==> src/rtl/fetch_queue.sv <==
// fetch_queue: fetch stage issuing one fetch per cycle into a DEPTH-entry {pc,instr} FIFO feeding decode.
// FETCH_QUEUE_BYPASS_EN: an empty queue forwards the returning word to decode in the same cycle.
module fetch_queue #(
  parameter int DEPTH = 2,
  parameter int AW = 32,
  parameter int DW = 32
) (
  input  logic          clk,
  input  logic          rst,
  input  logic [AW-1:0] pc_out,
  output logic          pc_en,
  output logic [AW-1:0] im_addr,
  input  logic [DW-1:0] im_DI,
  input  logic          flush,
  output logic          dec_valid,
  input  logic          dec_ready,
  output logic [AW-1:0] dec_pc,
  output logic [DW-1:0] dec_instr
);
  localparam int CW = $clog2(DEPTH + 1);
  localparam int PW = $clog2(DEPTH);
  logic [AW-1:0] r_mem_pc [DEPTH];
  logic [DW-1:0] r_mem_instr [DEPTH];
  logic [CW-1:0] r_count;
  logic [PW-1:0] r_rd, r_wr;
  logic          r_inflight;
  logic [AW-1:0] r_pc_q, r_hold_pc;
  logic [DW-1:0] r_hold_instr;
  logic          w_empty, w_push, w_byp, w_pop, w_wr, w_rd, w_issue;
  logic [CW:0]   w_used;
  assign w_empty = r_count == '0;
  assign w_push  = r_inflight & ~flush;
`ifdef FETCH_QUEUE_BYPASS_EN
  assign w_byp = w_empty & w_push;
`else
  assign w_byp = 1'b0;
`endif
  assign dec_valid = ~w_empty | w_byp;
  assign dec_pc    = w_byp ? r_pc_q : (w_empty ? r_hold_pc : r_mem_pc[r_rd]);
  assign dec_instr = w_byp ? im_DI : (w_empty ? r_hold_instr : r_mem_instr[r_rd]);
  assign w_pop   = dec_valid & dec_ready;
  assign w_wr    = w_push & ~(w_byp & dec_ready);
  assign w_rd    = w_pop & ~w_byp;
  // queued entries plus the outstanding fetch must never exceed the FIFO slots
  assign w_used  = {1'b0, r_count} + (CW + 1)'(r_inflight);
  assign w_issue = rst & ~flush & ((w_used < (CW + 1)'(DEPTH)) | w_pop);
  assign pc_en   = rst & (w_issue | flush);
  assign im_addr = pc_out;
  always_ff @(posedge clk) begin
    if (w_wr) begin
      r_mem_pc[r_wr]    <= r_pc_q;
      r_mem_instr[r_wr] <= im_DI;
    end
  end
  always_ff @(posedge clk or negedge rst) begin
    if (!rst) begin
      r_count      <= '0;
      r_rd         <= '0;
      r_wr         <= '0;
      r_inflight   <= 1'b0;
      r_pc_q       <= '0;
      r_hold_pc    <= '0;
      r_hold_instr <= '0;
    end else begin
      r_inflight <= w_issue;
      if (w_issue) r_pc_q <= pc_out;
      if (dec_valid) begin
        r_hold_pc    <= dec_pc;
        r_hold_instr <= dec_instr;
      end
      if (flush) begin
        r_count <= '0;
        r_rd    <= '0;
        r_wr    <= '0;
      end else begin
        r_count <= r_count + CW'(w_wr) - CW'(w_rd);
        if (w_wr) r_wr <= r_wr + 1'b1;
        if (w_rd) r_rd <= r_rd + 1'b1;
      end
    end
  end
  a_no_overflow: assert property (@(posedge clk) disable iff (!rst)
    !(w_wr && !w_rd && r_count == CW'(DEPTH)));
endmodule

==> config.mk <==
export PLATFORM = sky130hd
export DESIGN_NAME = fetch_queue
export DESIGN_NICKNAME = d
export VERILOG_FILES = /design/src/rtl/fetch_queue.sv
export SDC_FILE = /design/constraint.sdc
export NUM_CORES = 1
export LEC_CHECK = 0
export ABC_AREA = 1
export ABC_CLOCK_PERIOD_IN_PS = 4130
export BUFFER_PORTS_ARGS = -buffer_cell sky130_fd_sc_hd__clkbuf_2
export CORE_MARGIN = 10
export CORE_UTILIZATION = 54
export DETAILED_ROUTE_END_ITERATION = 6
export PLACE_DENSITY = 0.78
export RECOVER_POWER = 25
export SLEW_MARGIN = 20
export SYNTH_ARGS = -nofsm -noshare
export SYNTH_HDL_FRONTEND = slang
export SYNTH_SLANG_ARGS = --single-unit
export TNS_END_PERCENT = 100
==> constraint.sdc <==
create_clock -name clk -period 4.13 [get_ports clk]
set_input_delay 0.826 -clock clk [delete_from_list [all_inputs] [get_ports clk]]
set_output_delay 0.826 -clock clk [all_outputs]
set_load 0.02 [all_outputs]
Yosys cells after proc, flatten, opt, wreduce, memory -nomap -nowiden
Memory sizes are Yosys's and may differ from the RTL's.
Cells that the tools add are included.
- $add $sub $neg: 5
- $lt $le $gt $ge: 1
- multiplexer cells: 9
- bitwise gates (word level): 9
- reductions and logical operators: 3
- operators with widths (cell ; number):
    32-bit 2-to-1 mux ; 2
    1-bit 2-to-1 mux ; 6
    1-bit bitwise AND ; 5
    2-bit nonzero test ; 2
    2-bit by 1-bit adder with 3-bit output ; 1
    3-bit by 2-bit < comparator with 1-bit output, second input constant ; 1
    1-bit adder, second input constant ; 2
    2-bit by 1-bit adder with 2-bit output ; 1
    2-bit logical NOT ; 1
    2-bit 2-to-1 mux ; 1
    1-bit NOT ; 2
    1-bit OR ; 2
    2-bit by 1-bit subtractor with 2-bit output ; 1
- bits in registers: 101
- bits in writable memories: 128
- input port bits: 68
- word-level logic and storage cells: 36
- memories: 2
- memories (memory ; depth ; bits a word ; rd ports ; clocked after Yosys merged registers in ; wr ports ; RTL line ; text):
    r_mem_instr ; 2 ; 32 ; 1 ; 0 ; 1 ; 23 ; logic [DW-1:0] r_mem_instr [DEPTH];
    r_mem_pc ; 2 ; 32 ; 1 ; 0 ; 1 ; 22 ; logic [AW-1:0] r_mem_pc [DEPTH];

Depth between registers and ports, before layout
- depth in word-level cells: 7
- depth in mapped cells: 14
- depth with buffers taken out: 13

Worst setup path after synthesis
OpenSTA, ideal clock, no wires.
- path kind: input to register
- start: input flush
- end: memory r_mem_instr[0][0], enable pin
- setup time: 487 ps
- data arrival time: 3704 ps
- path slack: -61 ps
- stages on the path: 3
- buffers on the path: 0
- cell sequence: inv_1 > nand2_1 > nor2_1
- word-level cells in the longest chain between the ends: 4
- ends and longest elaborated chain (element ; RTL line ; text):
    start: declaration ; 14 ; input logic flush,
    1-bit NOT ; 32 ; assign w_push = r_inflight & ~flush;
    1-bit bitwise AND ; 32 ;
    1-bit 2-to-1 mux ; 50 ; if (w_wr) begin
    1-bit 2-to-1 mux (implied by the code) ; 52 ; r_mem_instr[r_wr] <= im_DI;
    end: declaration ; 23 ;
No other way between the ends.

Final worst setup path
- start: register r_count[0]
- end: output dec_instr[30]
- word-level cells in the longest chain between the ends: 2
- ends and longest elaborated chain (element ; RTL line ; text):
    start: declaration ; 24 ; logic [CW-1:0] r_count;
    start signal: assignment ; 76 ; r_count <= r_count + CW'(w_wr) - CW'(w_rd);
    2-bit logical NOT ; 31 ; assign w_empty = r_count == '0;
    32-bit 2-to-1 mux ; 40 ; assign dec_instr = w_byp ? im_DI : (w_empty ? r_hold_instr : r_mem_instr[r_rd]);
    end: declaration ; 18 ; output logic [DW-1:0] dec_instr
No other way between the ends.

==> flow_metrics.env <==
export IMPL_grt_pass1_wl_um=31100
export IMPL_max_freq_ghz=0.292
export IMPL_ir_drop_mv=0.390
export IMPL_layout_common_cells="192 x a21oi_1, 172 x nand2_1, 137 x clkbuf_2, 128 x edfxtp_1, 100 x dfrtp_1"
export IMPL_fillCellCount=1236
export IMPL_path_max_fanout=41
export IMPL_clk_path_buf_depth=3
export IMPL_drv_cap=0
export IMPL_avgRoutedWirePerCell_um=17.5
export IMPL_synth_seq_cells=229
export IMPL_drcViolationCount=0
export IMPL_cts_setup_buffers=0
export IMPL_grt_pass1_vias=6116
export IMPL_p_sw_uw=3030
export IMPL_setup_tns_ns=0
export IMPL_place_congestion=0.742
export IMPL_clkPwrFrac_pct=25.4
export IMPL_async_flop_share_pct=44.1
export IMPL_grt_total_usage_pct=17.5
export IMPL_cp_arrival_ns=2.60
export IMPL_fp_coreArea_um2=15900
export IMPL_p_leak_uw=0.00443
export IMPL_fp_dieW_um=148
export IMPL_synth_area_um2=8820
export IMPL_antenna_found_initial=1
export IMPL_die_area_um2=21800
export IMPL_grt_overflow=0
export IMPL_cts_buffers=23
export IMPL_final_util_pct=64.5
export IMPL_status="finished, final reports clean"
export IMPL_die_height_um=148
export IMPL_post_dp_hpwl_um=12400
export IMPL_avgSynthCellArea_um2=11.7
export IMPL_drt_iter0_markers=406
export IMPL_synthCells=754
export IMPL_ff2ff_setup_slack_ns=1.92
export IMPL_cts_resized=0
export IMPL_initial_utilization_pct=55.3
export IMPL_highest_layer="met5"
export IMPL_cts_hold_buf=0
export IMPL_ys_types=19
export IMPL_cts_tree="done"
export IMPL_internal_power_uw=4970
export IMPL_drt_total_wl_um=19700
export IMPL_synth_edf_count=128
export IMPL_clk_pin_slew_ns=0.06
export IMPL_pwr_share_comb_pct=36.1
export IMPL_syn2layout_area_growth_pct=16.6
export IMPL_placementRows=46
export IMPL_pin_count=166
export IMPL_wl_met3_um=1390
export IMPL_synth_nets=823
export IMPL_seqPwrFrac_pct=38.6
export IMPL_power_density_nw_per_um2=778
export IMPL_dr_wl_met2_um=9580
export IMPL_io_buffers=165
export IMPL_rsz0062_at_grt="no"
export IMPL_holdCritPathClass="in -> async"
export IMPL_antenna_cells=0
export IMPL_layout_commonest_cell="a21oi_1"
export IMPL_clk_latency_ns=0.50
export IMPL_start_kind="register"
export IMPL_synth_ff_type="edfxtp_1"
export IMPL_endpoint_kind="output port"
export IMPL_final_layout_size_suffix_gt1_share_pct=21.5
export IMPL_hold_violations=0
export IMPL_swShare_pct=37.9
export IMPL_viasPerCell=5.19
export IMPL_met1_length_um=8340
export IMPL_setup_viol=0
export IMPL_yosys_warnings=0
export IMPL_fin_crit_ns=3.42
export IMPL_vias=5826
export IMPL_finalMaxSlewViolations=0
export IMPL_antenna_left=0
export IMPL_path_class="reg -> out"
export IMPL_crit_required_ns=3.30
export IMPL_clock_sinks=229
export IMPL_seq_area_frac_synth_pct=72.2
export IMPL_dr_pass1_iters=5
export IMPL_fin_worst_skew_ns=0.00929
export IMPL_nNetsFinal=959
export IMPL_slew_headroom_pct=36.6
export IMPL_worst_pin_slew_ns=0.948
export IMPL_cts_root_buf="clkbuf_16"
export IMPL_grt_max_degree=59
export IMPL_cts_htree_levels=1
export IMPL_period_share_pct=82.9
-- Yosys cell counts, types with 2 or more instances --
| library cell | count | area [um^2] |
|---|---|---|
| a21oi_1 | 192 | 961 |
| buf_2 | 17 | 85.1 |
| buf_4 | 42 | 315 |
| buf_6 | 4 | 45.0 |
| clkbuf_1 | 2 | 7.51 |
| dfrtp_1 | 101 | 2530 |
| edfxtp_1 | 128 | 3840 |
| inv_1 | 11 | 41.3 |
| inv_2 | 2 | 7.51 |
| nand2_1 | 172 | 646 |
| nand2_2 | 2 | 12.5 |
| nand3_1 | 2 | 10.0 |
| nor2_1 | 72 | 270 |
| o21ai_0 | 2 | 10.0 |
-- per-layer routing --
layer | up-vias | GRT usage [%]
li1 | 2833 | -
met1 | 2764 | 21.8
met2 | 196 | 29.8
met3 | 31 | 4.18
met4 | 2 | 5.00
met5 | - | 0
-- worst paths after layout --
| check | cells past startpoint | start | to |
|---|---|---|---|
| max | 6 | r_count[0]$_DFF_PN0_ | dec_instr[30] |
| min | 1 | rst | r_hold_instr[17]$_DFFE_PN0N_ |
| max reg2reg | 13 | r_count[0]$_DFF_PN0_ | r_count[1]$_DFF_PN0_ |
| min reg2reg | 0 | r_pc_q[15]$_DFFE_PN0P_ | r_mem_pc[1][15]$_DFFE_PP_ |
| max in group asynchronous | 2 | rst | r_hold_pc[22]$_DFFE_PN0N_ |
| min in group clk | 0 | r_pc_q[15]$_DFFE_PN0P_ | r_mem_pc[1][15]$_DFFE_PP_ |
-- power groups by stage --
stage | Sequential [uW] | Combinational [uW] | Clock [uW]
3_3_place_gp | 3100 | 2840 | 0
2_1_floorplan | 3050 | 2090 | 0
6_report | 3080 | 2890 | 2030
5_1_grt | 3120 | 3220 | 2170
3_5_place_dp | 3130 | 2910 | 0
4_1_cts | 3080 | 2930 | 2070
-- final cells by class --
class                   instances  area (um^2)  share of cell area, %
clock buffers                  32          649                   6.32
clock inverters                 9         93.8                  0.913
inverters                      13         48.8                  0.475
multi-input cells             446         1960                   19.1
flip-flops and latches        229         6370                   62.0
well taps                     216          270                   2.63
repair buffers                177          885                   8.60
-- cell families (layout without fill, tap and decap cells) --
group / count (synthesis) / count (layout) / share of synthesized area, %
adders and majority gates: 1 / 1 / 0.142
DFF: 229 / 229 / 72.2
AOI/OAI and AO/OA: 194 / 194 / 11.0
buffers and inverters: 79 / 231 / 5.77
and+or+nand+nor: 251 / 251 / 10.8
-- registers in the layout, indices dropped and copies added, names as in the netlist --
signal and cells:
r_rd 1, r_wr 1, r_pc_q 32, r_inflight 1, r_hold_pc 32, r_hold_instr 32
r_mem_pc 64, r_count 2, r_mem_instr 64
-- worst max-delay path: stages, from the launching register on --
cell	delay (ns)
dfrtp_1	0.44
inv_1	0.07
nand2_2	0.70
buf_4	0.38
nor2_1	0.08
a21oi_1	0.19
clkbuf_2	0.21
-- metrics by stage --
step / instance area (um^2) / instances / setup slack, ns / total power [uW] / hold slack, ns
after floorplan: 8820 / 754 / 1.00 / 5130 / 0.442
after global placement: 9570 / 1081 / 1.23 / 5940 / 0.447
after detailed placement: 9570 / 1081 / 1.19 / 6030 / 0.451
after CTS: 10300 / 1122 / 0.679 / 8080 / 0.353
after global routing: 10300 / 1122 / 0.487 / 8510 / 0.371
final: 10300 / 1122 / 0.706 / 8000 / 0.348
Note: power is estimated with default switching activity, not from simulation.
